## src/rtl/case_demux_pkg.sv

```systemverilog
// Shared types, defaults and helpers for the case_demux block.
package case_demux_pkg;

    typedef enum logic {
        CH_EMPTY = 1'b0,
        CH_FULL  = 1'b1
    } ch_state_e;

    localparam int DEF_N      = 4;
    localparam int DEF_SEL_W  = 2;
    localparam int DEF_DATA_W = 3;
    localparam int DEF_CNT_W  = 4;

    // True when a select code names a real channel; everything else is a drop.
    function automatic logic sel_in_range(input int sel, input int n);
        return (sel >= 0) && (sel < n);
    endfunction

endpackage

```

## src/rtl/demux_slot.sv

```systemverilog
// One output channel: a single-entry holding register with EMPTY/FULL state.
module demux_slot
    import case_demux_pkg::*;
#(
    parameter int DATA_W = DEF_DATA_W
) (
    input  logic              clk,
    input  logic              reset,
    input  logic              fill,
    input  logic              drain,
    input  logic [DATA_W-1:0] word,
    output logic              valid,
    output logic [DATA_W-1:0] data
);

    ch_state_e state;

    assign valid = (state == CH_FULL);

    // A fill while FULL only happens when the consumer drains in the same
    // cycle, so the slot stays FULL and simply takes the new word.
    always_ff @(posedge clk) begin
        if (reset) begin
            state <= CH_EMPTY;
            data  <= '0;
        end else begin
            case (state)
                CH_EMPTY: begin
                    if (fill) begin
                        state <= CH_FULL;
                        data  <= word;
                    end
                end
                CH_FULL: begin
                    if (fill)
                        data <= word;
                    else if (drain)
                        state <= CH_EMPTY;
                end
                default: state <= CH_EMPTY;
            endcase
        end
    end

endmodule

```

## src/rtl/case_demux.sv

```systemverilog
// Registered 1-to-N demultiplexer with per-channel holding slots and a
// saturating counter for words whose select code names no channel.
module case_demux
    import case_demux_pkg::*;
#(
    parameter int N      = DEF_N,
    parameter int SEL_W  = DEF_SEL_W,
    parameter int DATA_W = DEF_DATA_W,
    parameter int CNT_W  = DEF_CNT_W
) (
    input  logic                clk,
    input  logic                reset,
    input  logic                in_valid,
    output logic                in_ready,
    input  logic [SEL_W-1:0]    in_sel,
    input  logic [DATA_W-1:0]   in_data,
    output logic [N-1:0]        out_valid,
    input  logic [N-1:0]        out_ready,
    output logic [N*DATA_W-1:0] out_data,
    output logic                drop_pulse,
    output logic [CNT_W-1:0]    drop_count
);

    localparam logic [CNT_W-1:0] CNT_MAX = {CNT_W{1'b1}};

    logic [N-1:0] tgt;
    logic [N-1:0] fill;
    logic         drop;
    logic         accept;

    always_comb begin
        tgt = '0;
        for (int i = 0; i < N; i++)
            if (in_sel == SEL_W'(i)) tgt[i] = 1'b1;
        drop = !sel_in_range(int'(in_sel), N);
    end

    // Ready looks only at the addressed slot, so a stalled channel blocks the
    // head of the stream while drops are always taken.
    assign in_ready = drop | (|(tgt & (~out_valid | out_ready)));
    assign accept   = in_valid & in_ready;
    assign fill     = tgt & {N{accept}};

    for (genvar i = 0; i < N; i++) begin : g_slot
        demux_slot #(
            .DATA_W(DATA_W)
        ) u_slot (
            .clk  (clk),
            .reset(reset),
            .fill (fill[i]),
            .drain(out_ready[i]),
            .word (in_data),
            .valid(out_valid[i]),
            .data (out_data[i*DATA_W +: DATA_W])
        );
    end

    always_ff @(posedge clk) begin
        if (reset) begin
            drop_pulse <= 1'b0;
            drop_count <= '0;
        end else begin
            drop_pulse <= accept & drop;
            if (accept && drop && drop_count != CNT_MAX)
                drop_count <= drop_count + 1'b1;
        end
    end

endmodule

```

## config.mk

```make
export PLATFORM = sky130hd
export DESIGN_NAME = case_demux
export DESIGN_NICKNAME = d
export VERILOG_FILES = /design/src/rtl/case_demux_pkg.sv /design/src/rtl/demux_slot.sv /design/src/rtl/case_demux.sv
export SDC_FILE = /design/constraint.sdc
export NUM_CORES = 1
export LEC_CHECK = 0
export ABC_AREA = 1
export CAP_MARGIN = 20
export CORE_MARGIN = 1.5
export CORE_UTILIZATION = 43
export DETAILED_ROUTE_END_ITERATION = 16
export HOLD_SLACK_MARGIN = 0.15
export PLACE_DENSITY = 0.78
export SLEW_MARGIN = 20
export SYNTH_ARGS = -nofsm -noshare
export SYNTH_HDL_FRONTEND = slang
export SYNTH_SLANG_ARGS = --single-unit
export TNS_END_PERCENT = 50
```

## constraint.sdc

```tcl
create_clock -name clk -period 1.22 [get_ports clk]
set_input_delay 0.244 -clock clk [delete_from_list [all_inputs] [get_ports clk]]
set_output_delay 0.244 -clock clk [all_outputs]
set_load 0.02 [all_outputs]
```

# Yosys cells after proc, flatten, opt, wreduce, memory -nomap -nowiden
# Index checks and enable logic that the tools add are counted.
[word_totals] reg_bits=16 latch_bits=0 mem_bits_rw=0 rom_bits=0 in_bits=12 out_inout_bits=22 elab_cells=46 mem_count=0
[classes] addsub=0 mul=0 div_mod_pow=0 n_lt_le_gt_ge=0 eq_ne=3 n_shift=0 muxes=24 n_bitwise=9 reduce_logical=2
[op_table] operator="$mux W1" count=16
[op_table] operator="$mux W3" count=4
[op_table] operator="$and A4 B4 Y4" count=2
[op_table] operator="$pmux W1 S2" count=4
[op_table] operator="$eq A2 B2 Y1 const B" count=2
[op_table] operator="$not A1 Y1" count=4
[op_table] operator="$not A4 Y4" count=1
[op_table] operator="$or A4 B4 Y4" count=1
[op_table] operator="$reduce_or A4 Y1" count=1
[op_table] operator="$eq A2 B1 Y1 const B" count=1
[op_table] operator="$logic_not A2 Y1" count=1
[op_table] operator="$and A1 B1 Y1" count=1

# Longest topological paths before layout
# Gate-level depths: netlist of run 1.
[logic_depth] word_depth=8 ltp_mapped=10 mapped_depth_nobuf=10

# Hierarchy
# A second synthesis of run 1 with hierarchy kept.
[hier_totals] hier_cells=109 area_unflattened_um2=730.7
[modules_own_cells] module="demux_slot" instances=4 cells_per_inst=18 area_each_um2=141.4 seq_area_each_um2=80.1
[modules_own_cells] module="case_demux" instances=1 cells_per_inst=37 area_each_um2=165.2 seq_area_each_um2=0.0

# Least setup slack after synthesis of run 1
# Ideal clock, no wire load.
[synth_timing] path_kind="input-to-reg" from="input port in_sel[1]" to="register g_slot[0].u_slot.data[2]" t_arrival_ns=0.995 required_time_ns=1.110 slack_ns=0.115 cell_stages=9 cell_sequence="nor2_2 nand2_1 nand2_1 inv_2 nand2_8 buf_8 nand4_1 nand2_1 nor2_1"
[synth_via] elab_chain_cells=6
[synth_rtl] item="from (decl)" line="case_demux.sv:15" text="input logic [SEL_W-1:0] in_sel,"
[synth_rtl] item="$eq A2 B1 Y1, or another cell as far along" line="case_demux.sv:34" text="if (in_sel == SEL_W'(i)) tgt[i] = 1'b1;"
[synth_rtl] item="$mux W1" line="case_demux.sv:34"
[synth_rtl] item="$and A4 B4 Y4 *" line="case_demux.sv:40" text="assign in_ready = drop | (|(tgt & (~out_valid | out_ready)));"
[synth_rtl] item="$reduce_or A4 Y1 *" line="case_demux.sv:40"
[synth_rtl] item="via in_ready" line="case_demux.sv:14" text="output logic in_ready,"
[synth_rtl] item="$and A1 B1 Y1 *" line="case_demux.sv:41" text="assign accept = in_valid & in_ready;"
[synth_rtl] item="$and A4 B4 Y4 *" line="case_demux.sv:42" text="assign fill = tgt & {N{accept}};"
[synth_rtl] item="to (signal assigned)" line="demux_slot.sv:31" text="data <= word;"
[synth_rtl] item="to (signal assigned)" line="demux_slot.sv:36" text="data <= word;"
[synth_rtl] item="to (decl)" line="demux_slot.sv:13" text="output logic [DATA_W-1:0] data"
# The timed path passes the listed nets; every way through them passes the cells marked *.
# A chain may end at the register's enable or synchronous reset.

# Worst setup path after layout of run 1
[layout_timing] from="register g_slot[3].u_slot.state" to="output port in_ready"
[layout_via] elab_chain_cells=4
[layout_rtl] item="from (decl)" line="demux_slot.sv:16" text="ch_state_e state;"
[layout_rtl] item="from (signal assigned)" line="demux_slot.sv:24" text="state <= CH_EMPTY;"
[layout_rtl] item="from (signal assigned)" line="demux_slot.sv:30" text="state <= CH_FULL;"
[layout_rtl] item="from (signal assigned)" line="demux_slot.sv:38" text="state <= CH_EMPTY;"
[layout_rtl] item="$not A4 Y4" line="case_demux.sv:40"
[layout_rtl] item="$or A4 B4 Y4" line="case_demux.sv:40"
[layout_rtl] item="$and A4 B4 Y4" line="case_demux.sv:40"
[layout_rtl] item="$reduce_or A4 Y1" line="case_demux.sv:40"
[layout_rtl] item="to (decl)" line="case_demux.sv:14"
# Every way passes these cells.

==> flow_summary.json, run 1 <==
{
  "status": "finished with violations",
  "violations": "negative setup slack",
  "die-area_sq_um": 2420,
  "drt_iter0_drc": 21,
  "synth_edf_count": 0,
  "ys.warnings.count": 0,
  "grt_pass1_wl_um": 3940,
  "core-area_sq_um": 1980,
  "maxCapViolCount": 0,
  "synthesis.instances": 140,
  "routed_wl_um": 2520,
  "drive_gt1_frac": 0.429,
  "finalHoldViolations": 0,
  "rsz0062_at_grt": "true",
  "cts_tree": "built",
  "hold_depth": 5,
  "synth_common_cells": "37 x nand2_1, 35 x inv_1, 16 x dfxtp_1",
  "port_buffers": 28,
  "boundaryPins": 34,
  "grt_max_degree": 17,
  "cts_hold_buf": 0,
  "std_cell_rows": 16,
  "cp.required_ns": 0.98,
  "wl_per_cell_um": 12.1,
  "power.density_nw_per_um2": 860,
  "first_pass_iters": 4,
  "syn_area_sq_um": 916,
  "end_kind": "output port",
  "antenna_found_initial": 0,
  "avgSynthCellArea_sq_um": 6.54,
  "power_uw": 1240,
  "clkLatencyLatePin_ns": 0.29,
  "initial_core_util": 0.462,
  "critPathLaunchType": "flop",
  "clock_path_buffers": 2,
  "clock_sinks": 16,
  "crit_arrival_ns": 1.15,
  "drv_slew": 0,
  "crit_type": "reg -> out",
  "track_usage": 0.213,
  "fin_crit_sh": 1.14,
  "grt_overflow": 0,
  "placed_area_sq_um": 1260,
  "ys_seq_area_frac": 0.350,
  "r2r_cells": 12,
  "fin_area_sq_um": 1440,
  "crit_fanout": 2,
  "drc": 0,
  "antenna_left": 0,
  "fin_ws_ns": -0.175,
  "dieHeight_um": 49.2,
  "p_leak_uw": 0.000741,
  "final_nets": 196,
  "dp_hpwl_um": 1500,
  "cts-root-buf": "clkbuf_4",
  "synth.largest_area_cell": "dfxtp_1",
  "finalSetupViolCount": 17,
  "die_w_um": 49.2,
  "nFillCells": 141,
  "htreeDepth": 1,
  "hp-class": "in -> reg",
  "gp_congestion": 0.813,
  "synth_most_common_cell": "nand2_1",
  "irDropWorstVdd_mv": 0.624,
  "finish.utilization": 0.727,
  "grt_pass1_vias": 917,
  "diodes": 0,
  "cts_buffers": 3,
  "fmax_mhz": 717,
  "synth_top_area_frac": 0.350,
  "holdWs_ns": 0.419,
  "synthTopCellsByArea": "dfxtp_1 35%, nand2_1 15%, inv_1 14%",
  "synth_cell_types": 16,
  "syn_to_final_growth_pct": 57.4,
  "cts.clk_slew.worst_paths_ns": 0.09,
  "drt-vias-per-instance": 4.61,
  "final.min_clock_period_ns": 1.39,
  "skew_ns": 0.00434,
  "ys_seq_elements": 16,
  "async_reset_ff_frac": 0,
  "vias": 964,
  "synthFlopType": "dfxtp_1"
}
-- path summary, 6_finish.rpt --
kind / startpoint / to / slack [ns]
hold / removal: out_ready[1] / g_slot[1].u_slot.valid / 0.42
hold reg to reg: g_slot[3].u_slot.data[0] / g_slot[3].u_slot.data[0] / 0.52
setup / recovery: g_slot[3].u_slot.valid / in_ready / -0.17
setup reg to reg: g_slot[3].u_slot.valid / g_slot[2].u_slot.data[1] / -0.14
-- kinds of logic (layout without fill, tap and decap cells) --
family          Yosys count  after routing  synth area share
other cells               1              5           0.00409
buf+inv                  51             89             0.261
flops                    16             16             0.350
simple gates             69             69             0.369
compound gates            3              3            0.0164
-- layer usage --
layer,vias to the layer above,part of all wire,GRT usage
li1,481,-,-
met3,5,0.047,0.0245
met1,435,0.39,0.253
met4,0,0.019,0.143
met2,43,0.54,0.358
met5,-,0,0
-- state kept, by name, indices dropped and copies added (netlist names) --
signal               cells
g_slot.u_slot.data      12
g_slot.u_slot.valid      4
-- repair_timing --
item                                    in CTS  in global routing
endpoints found under the setup margin      33                 28
pin swaps                                   22                 17
gates cloned                                 1                  0
hold endpoints to repair                     0                  0
buffers inserted                             5                  1
gates resized for setup                     57                 42
-- cell usage in the layout, fill, tap and decap left out --
| cell type | count |
|---|---|
| inv_1 | 26 |
| inv_2 | 11 |
| dfxtp_1 | 12 |
| nand3_4 | 4 |
| nor2_2 | 8 |
| clkbuf_4 | 3 |
| clkbuf_2 | 4 |
| buf_16 | 1 |
| nand4_1 | 12 |
| nand2_8 | 1 |
| nand2_4 | 1 |
| buf_4 | 16 |
| clkdlybuf4s15_1 | 8 |
| clkdlybuf4s50_1 | 5 |
| inv_4 | 1 |
| buf_2 | 1 |
| nor2_1 | 7 |
| dfxtp_2 | 4 |
| a21oi_2 | 1 |
| nand2_1 | 19 |
| buf_6 | 3 |
| conb_1 | 5 |
| nand2_2 | 17 |
| buf_12 | 2 |
| dlygate4sd2_1 | 8 |
| a21oi_1 | 2 |
-- stage by stage --
stage / cells / worst slack, ns / TNS [ns]
3_5_place_dp: 199 / -0.849 / -10.35
6_report: 209 / -0.175 / -1.77
5_1_grt: 209 / -0.230 / -3.16
2_1_floorplan: 144 / 0.115 / 0
3_3_place_gp: 199 / -0.807 / -9.34
4_1_cts: 208 / -0.201 / -1.23
-- area by class of cell --
cell class	count	area (sq um)	area share
inverters	38	145	0.101
flip-flops and latches	16	325	0.226
well taps	27	33.8	0.0234
multi-input cells	77	468	0.325
clock buffers	3	22.5	0.0156
repair buffers	48	447	0.310
-- report_power, final --
part           total [uW]  switching, uW  internal [uW]
clock network         285            170            115
registers             559           12.0            547
logic                 396            224            172
-- worst max-delay path, stage by stage, from the launching register on --
cell     delay (ns)
dfxtp_2        0.34
buf_6          0.10
nand2_4        0.05
nand2_2        0.06
nand2_2        0.07
inv_4          0.07
nand2_8        0.05
buf_6          0.12
Power figures use the tool's default switching activity.
==> inputs of run 2 (changes only) <==
--- a/config.mk
+++ b/config.mk
@@ -7,7 +7,7 @@
 export LEC_CHECK = 0
 export ABC_AREA = 1
 export CAP_MARGIN = 20
-export CORE_MARGIN = 1.5
+export CORE_MARGIN = 4
 export CORE_UTILIZATION = 43
 export DETAILED_ROUTE_END_ITERATION = 16
 export HOLD_SLACK_MARGIN = 0.15
==> run 2 against run 1 <==
  * The run still ends with negative setup slack left
  * Total power is 5.7% higher
  * Critical path depth increased by 1
  * Global-route usage decreased by 1.2 points
  * Maximum frequency rose by 5.6%
  * Non-clock buffer count rose by 10
  * Flip-flop and latch count unchanged
  * Clock skew decreased by 0.0019 ns
  * Via count is 6.8% higher
  * First-iteration DRC count up 43%
  * Clock-buffer cell count rose by 1
==> flow_summary.json, run 2 (same netlist as run 1, synthesis figures left out) <==
{
  "initial_core_util": 0.457,
  "htreeDepth": 1,
  "skew_ns": 0.00246,
  "drt-vias-per-instance": 4.68,
  "vias": 1030,
  "clkLatencyLatePin_ns": 0.28,
  "crit_path_start": "g_slot[0].u_slot.valid",
  "syn_to_final_growth_pct": 64.8,
  "grt_pass1_wl_um": 4260,
  "clock_path_buffers": 2,
  "routed_wl_um": 2710,
  "fin_crit_sh": 1.08,
  "antenna_left": 0,
  "fin_area_sq_um": 1510,
  "power.density_nw_per_um2": 868,
  "fmax_mhz": 757,
  "crit_arrival_ns": 1.54,
  "maxCapViolCount": 0,
  "drt_iter0_drc": 30,
  "dp_hpwl_um": 1580,
  "irDropWorstVdd_mv": 0.720,
  "die-area_sq_um": 2930,
  "drv_slew": 0,
  "critPathLaunchType": "flop",
  "gp_congestion": 0.831,
  "cts-root-buf": "clkbuf_4",
  "wl_met3_um": 135,
  "grt_overflow": 0,
  "grt_pass1_vias": 976,
  "violations": "negative setup slack",
  "antenna_found_initial": 0,
  "ff2ff_setup_slack_ns": -0.10,
  "fin_ws_ns": -0.101,
  "power_uw": 1310,
  "final.min_clock_period_ns": 1.32,
  "rsz0062_at_grt": "true",
  "wl_met2_um": 1400,
  "drive_gt1_frac": 0.508,
  "port_buffers": 28,
  "min_from": "in_sel[1]",
  "r2r-start": "g_slot[0].u_slot.valid",
  "finalSetupViolCount": 17,
  "crit_fanout": 2,
  "core-area_sq_um": 2000,
  "cts_tree": "built",
  "final_nets": 206,
  "drc": 0,
  "grt_max_degree": 17,
  "boundaryPins": 34,
  "regMostFlops": "g_slot.u_slot.data",
  "final_cell_mix": "26 x inv_1, 26 x buf_4, 19 x nand2_1",
  "std_cell_rows": 16,
  "hp-class": "in -> reg",
  "first_pass_iters": 4,
  "crit_type": "reg -> reg",
  "wl_met1_um": 1120,
  "tns_ns": -0.800,
  "cts_buffers": 3,
  "finalHoldViolations": 0,
  "dieHeight_um": 54.2,
  "cts.clk_slew.worst_paths_ns": 0.09,
  "status": "finished with violations",
  "diodes": 0,
  "die_w_um": 54.2,
  "end_kind": "flop",
  "routed.top_layer": "met4",
  "wl_per_cell_um": 12.3,
  "cp.required_ns": 1.44,
  "p_leak_uw": 0.000775,
  "clock_sinks": 16,
  "track_usage": 0.201,
  "placed_area_sq_um": 1260,
  "largest_reg_flops": 12
}
-- run 2: cell types whose count changed in the layout (fill, tap and decap cells not counted), sizes merged --
cell	previous run	this run
clkdlybuf4s15	8	5
dlygate4sd2	8	4
buf	23	34
clkbuf	7	14
-- run 2: path summary, 6_finish.rpt --
| kind | endpoint | depth (start not counted) |
|---|---|---|
| worst max-delay path | g_slot[0].u_slot.valid | 8 |
| worst min-delay path | g_slot[0].u_slot.valid | 5 |
| worst max register to register | g_slot[0].u_slot.valid | 8 |
| worst min register to register | g_slot[0].u_slot.data[1] | 4 |
-- run 2: layer usage --
layer	vias to the layer above	track usage
met5	-	0
met4	0	0.0954
met3	4	0.0499
met2	36	0.331
met1	488	0.242
li1	502	-
-- run 2: what timing repair did --
action                                  4_1_cts  5_1_grt
gates cloned                                  1        0
resized for setup                            51       60
pin swaps                                    12       25
buffers inserted                             17        2
hold buffers                                  0        0
endpoints found under the setup margin       33       32
-- run 2: report_power, final --
group	internal, uW	total, uW	switching [uW]
combinational	176	403	228
clock	181	348	167
sequential	547	559	12.3
-- run 2: cell type report --
class                      instances  area (sq um)
clock buffer                       4          36.3
multi-input combinational         77           470
inverter                          38           145
fill                             134           493
tap                               27          33.8
timing repair buffer              58           498
sequential                        16           325
-- run 2: critical path, stage by stage, from the launching register on --
cell and delay [ns]:
dfxtp_2 0.34, nand2_2 0.07, buf_4 0.14, buf_4 0.13, buf_4 0.12, buf_4 0.12
buf_4 0.12, buf_4 0.12, a21oi_2 0.09
-- run 2: through the flow --
step | hold WS, ns | util | cells | setup slack (ns)
2_1_floorplan | 0.313 | - | 144 | 0.115
3_3_place_gp | 0.499 | 0.629 | 199 | -0.811
3_5_place_dp | 0.504 | 0.629 | 199 | -0.817
4_1_cts | 0.511 | 0.741 | 221 | -0.127
5_1_grt | 0.493 | 0.754 | 220 | -0.169
6_report | 0.491 | 0.754 | 220 | -0.101
==> inputs of run 3 (changes only) <==
--- a/config.mk
+++ b/config.mk
@@ -7,7 +7,7 @@
 export LEC_CHECK = 0
 export ABC_AREA = 1
 export CAP_MARGIN = 20
-export CORE_MARGIN = 4
+export CORE_MARGIN = 8
 export CORE_UTILIZATION = 43
 export DETAILED_ROUTE_END_ITERATION = 16
 export HOLD_SLACK_MARGIN = 0.15
==> run 3 against run 2 <==
  * Total power fell by 3.6%
  * Utilization grew 0.38 points
  * Maximum frequency down 5.9%
  * Die area grew 32%
  * Wire length is 30% higher
  * The run still ends with negative setup slack left
  * Critical path depth increased by 3
  * Clock-buffer cell count down 1
  * Flip-flop and latch count is the same
==> flow_summary.json, run 3 (same netlist as run 1, synthesis figures left out) <==
{
  "status": "finished with violations",
  "violations": "negative setup slack",
  "cts-root-buf": "clkbuf_4",
  "drive_gt1_frac": 0.484,
  "p_sw_uw": 427,
  "drv_slew": 0,
  "boundaryPins": 34,
  "regMostFlops": "g_slot.u_slot.data",
  "fin_crit_sh": 1.15,
  "initial_core_util": 0.462,
  "die-area_sq_um": 3860,
  "holdWs_ns": 0.519,
  "grt_pass1_wl_um": 4840,
  "drt_iter0_drc": 69,
  "crit_path_start": "g_slot[3].u_slot.valid",
  "power.density_nw_per_um2": 842,
  "min_from": "g_slot[3].u_slot.data[1]",
  "diodes": 0,
  "wl_per_cell_um": 16.1,
  "port_buffers": 28,
  "irDropWorstVdd_mv": 0.634,
  "dieHeight_um": 62.2,
  "htreeDepth": 1,
  "drc": 0,
  "drt-vias-per-instance": 5.00,
  "clock_power_share": 0.225,
  "critPathLaunchType": "flop",
  "maxCapViolCount": 0,
  "p_sw_frac": 0.338,
  "end_kind": "flop",
  "fin_ws_ns": -0.185,
  "std_cell_rows": 16,
  "tns_ns": -1.91,
  "vias": 1096,
  "cts_buffers": 3,
  "comb_power_share": 0.330,
  "p_int_uw": 837,
  "grt_pass1_vias": 1072,
  "first_pass_iters": 4,
  "dp_hpwl_um": 1780,
  "final_cell_mix": "27 x inv_1, 24 x buf_4, 21 x nand2_1",
  "core-area_sq_um": 1980,
  "cts.clk_slew.worst_paths_ns": 0.10,
  "clock_path_buffers": 2,
  "routed_wl_um": 3520,
  "crit_arrival_ns": 1.61,
  "r2r-start": "g_slot[3].u_slot.valid",
  "cts_tree": "built",
  "gp_congestion": 0.794,
  "p_leak_uw": 0.000770,
  "layout.cells.most_common": "inv_1",
  "antenna_left": 0,
  "final.min_clock_period_ns": 1.40,
  "sequentialPowerShare": 0.445,
  "grt_overflow": 0,
  "clock_sinks": 16,
  "largest_reg_flops": 12,
  "skew_ns": 0.00304,
  "finalHoldViolations": 0,
  "syn_to_final_growth_pct": 63.9,
  "hp-class": "reg -> reg",
  "cts_hold_buf": 0,
  "antenna_found_initial": 0,
  "final_nets": 206,
  "track_usage": 0.148,
  "grt_max_degree": 17,
  "die_w_um": 62.2,
  "finalSetupViolCount": 17,
  "fmax_mhz": 712,
  "cp.required_ns": 1.43,
  "rsz0062_at_grt": "true",
  "crit_fanout": 8,
  "clkLatencyLatePin_ns": 0.28,
  "crit_type": "reg -> reg"
}
## run 3: cell types whose count changed in the layout (fill, tap and decap cells not counted), sizes merged
cell	change
buf	-1
clkdlybuf4s15	+2
clkbuf	-2
## run 3: worst paths after layout
kind / cells past startpoint / slack [ns] / endpoint
worst min register to register: 4 / 0.52 / g_slot[3].u_slot.data[1]
worst max register to register: 11 / -0.18 / g_slot[2].u_slot.data[0]
worst max-delay path: 11 / -0.18 / g_slot[2].u_slot.data[0]
worst min-delay path: 4 / 0.52 / g_slot[3].u_slot.data[1]
## run 3: final cells by class
cell class	instances	area, sq um
inverter	38	145
multi-input combinational	77	463
timing repair buffer	58	512
tap	27	33.8
fill	127	480
clock buffer	3	22.5
sequential	16	325
## run 3: metrics by stage
stage / worst slack (ns) / instances / utilization / cell area (sq um) / total power (uW)
3_5_place_dp: -0.856 / 199 / 0.635 / 1260 / 891
5_1_grt: -0.298 / 219 / 0.758 / 1500 / 1330
6_report: -0.185 / 219 / 0.758 / 1500 / 1260
3_3_place_gp: -0.814 / 199 / 0.635 / 1260 / 881
2_1_floorplan: 0.115 / 144 / - / 931 / 771
4_1_cts: -0.171 / 221 / 0.747 / 1480 / 1200
## run 3: what timing repair did
item	CTS	global route
hold endpoints to repair	0	0
pin swaps	10	20
setup endpoints to repair	33	32
buffers inserted	18	2
gates resized for setup	55	54
gates cloned	1	0
## run 3: power by group through the flow
| stage | Combinational (uW) | Clock [uW] | Sequential, uW |
|---|---|---|---|
| CTS | 367 | 279 | 559 |
| finish | 417 | 285 | 562 |
| floorplan | 179 | 0 | 593 |
| global placement | 313 | 0 | 568 |
| detailed placement | 321 | 0 | 570 |
| global route | 449 | 316 | 565 |
## run 3: layer usage
metal / GRT usage / share of wire / vias to the layer above / routed length, um
met5: 0 / 0 / - / 0
met4: 0.0700 / 0.057 / 0 / 202
met1: 0.149 / 0.36 / 494 / 1260
met3: 0.0233 / 0.078 / 24 / 276
li1: - / - / 503 / -
met2: 0.285 / 0.50 / 75 / 1770
## run 3: worst max-delay path, stage by stage (launching register included)
cell     delay, ns
dfxtp_2       0.33
nand2_2       0.09
nand2_1       0.08
nand2_2       0.09
inv_4         0.05
nand2_8       0.07
buf_6         0.12
buf_12        0.14
nand3_4       0.10
nand2_1       0.07
inv_1         0.05
nor2_1        0.14
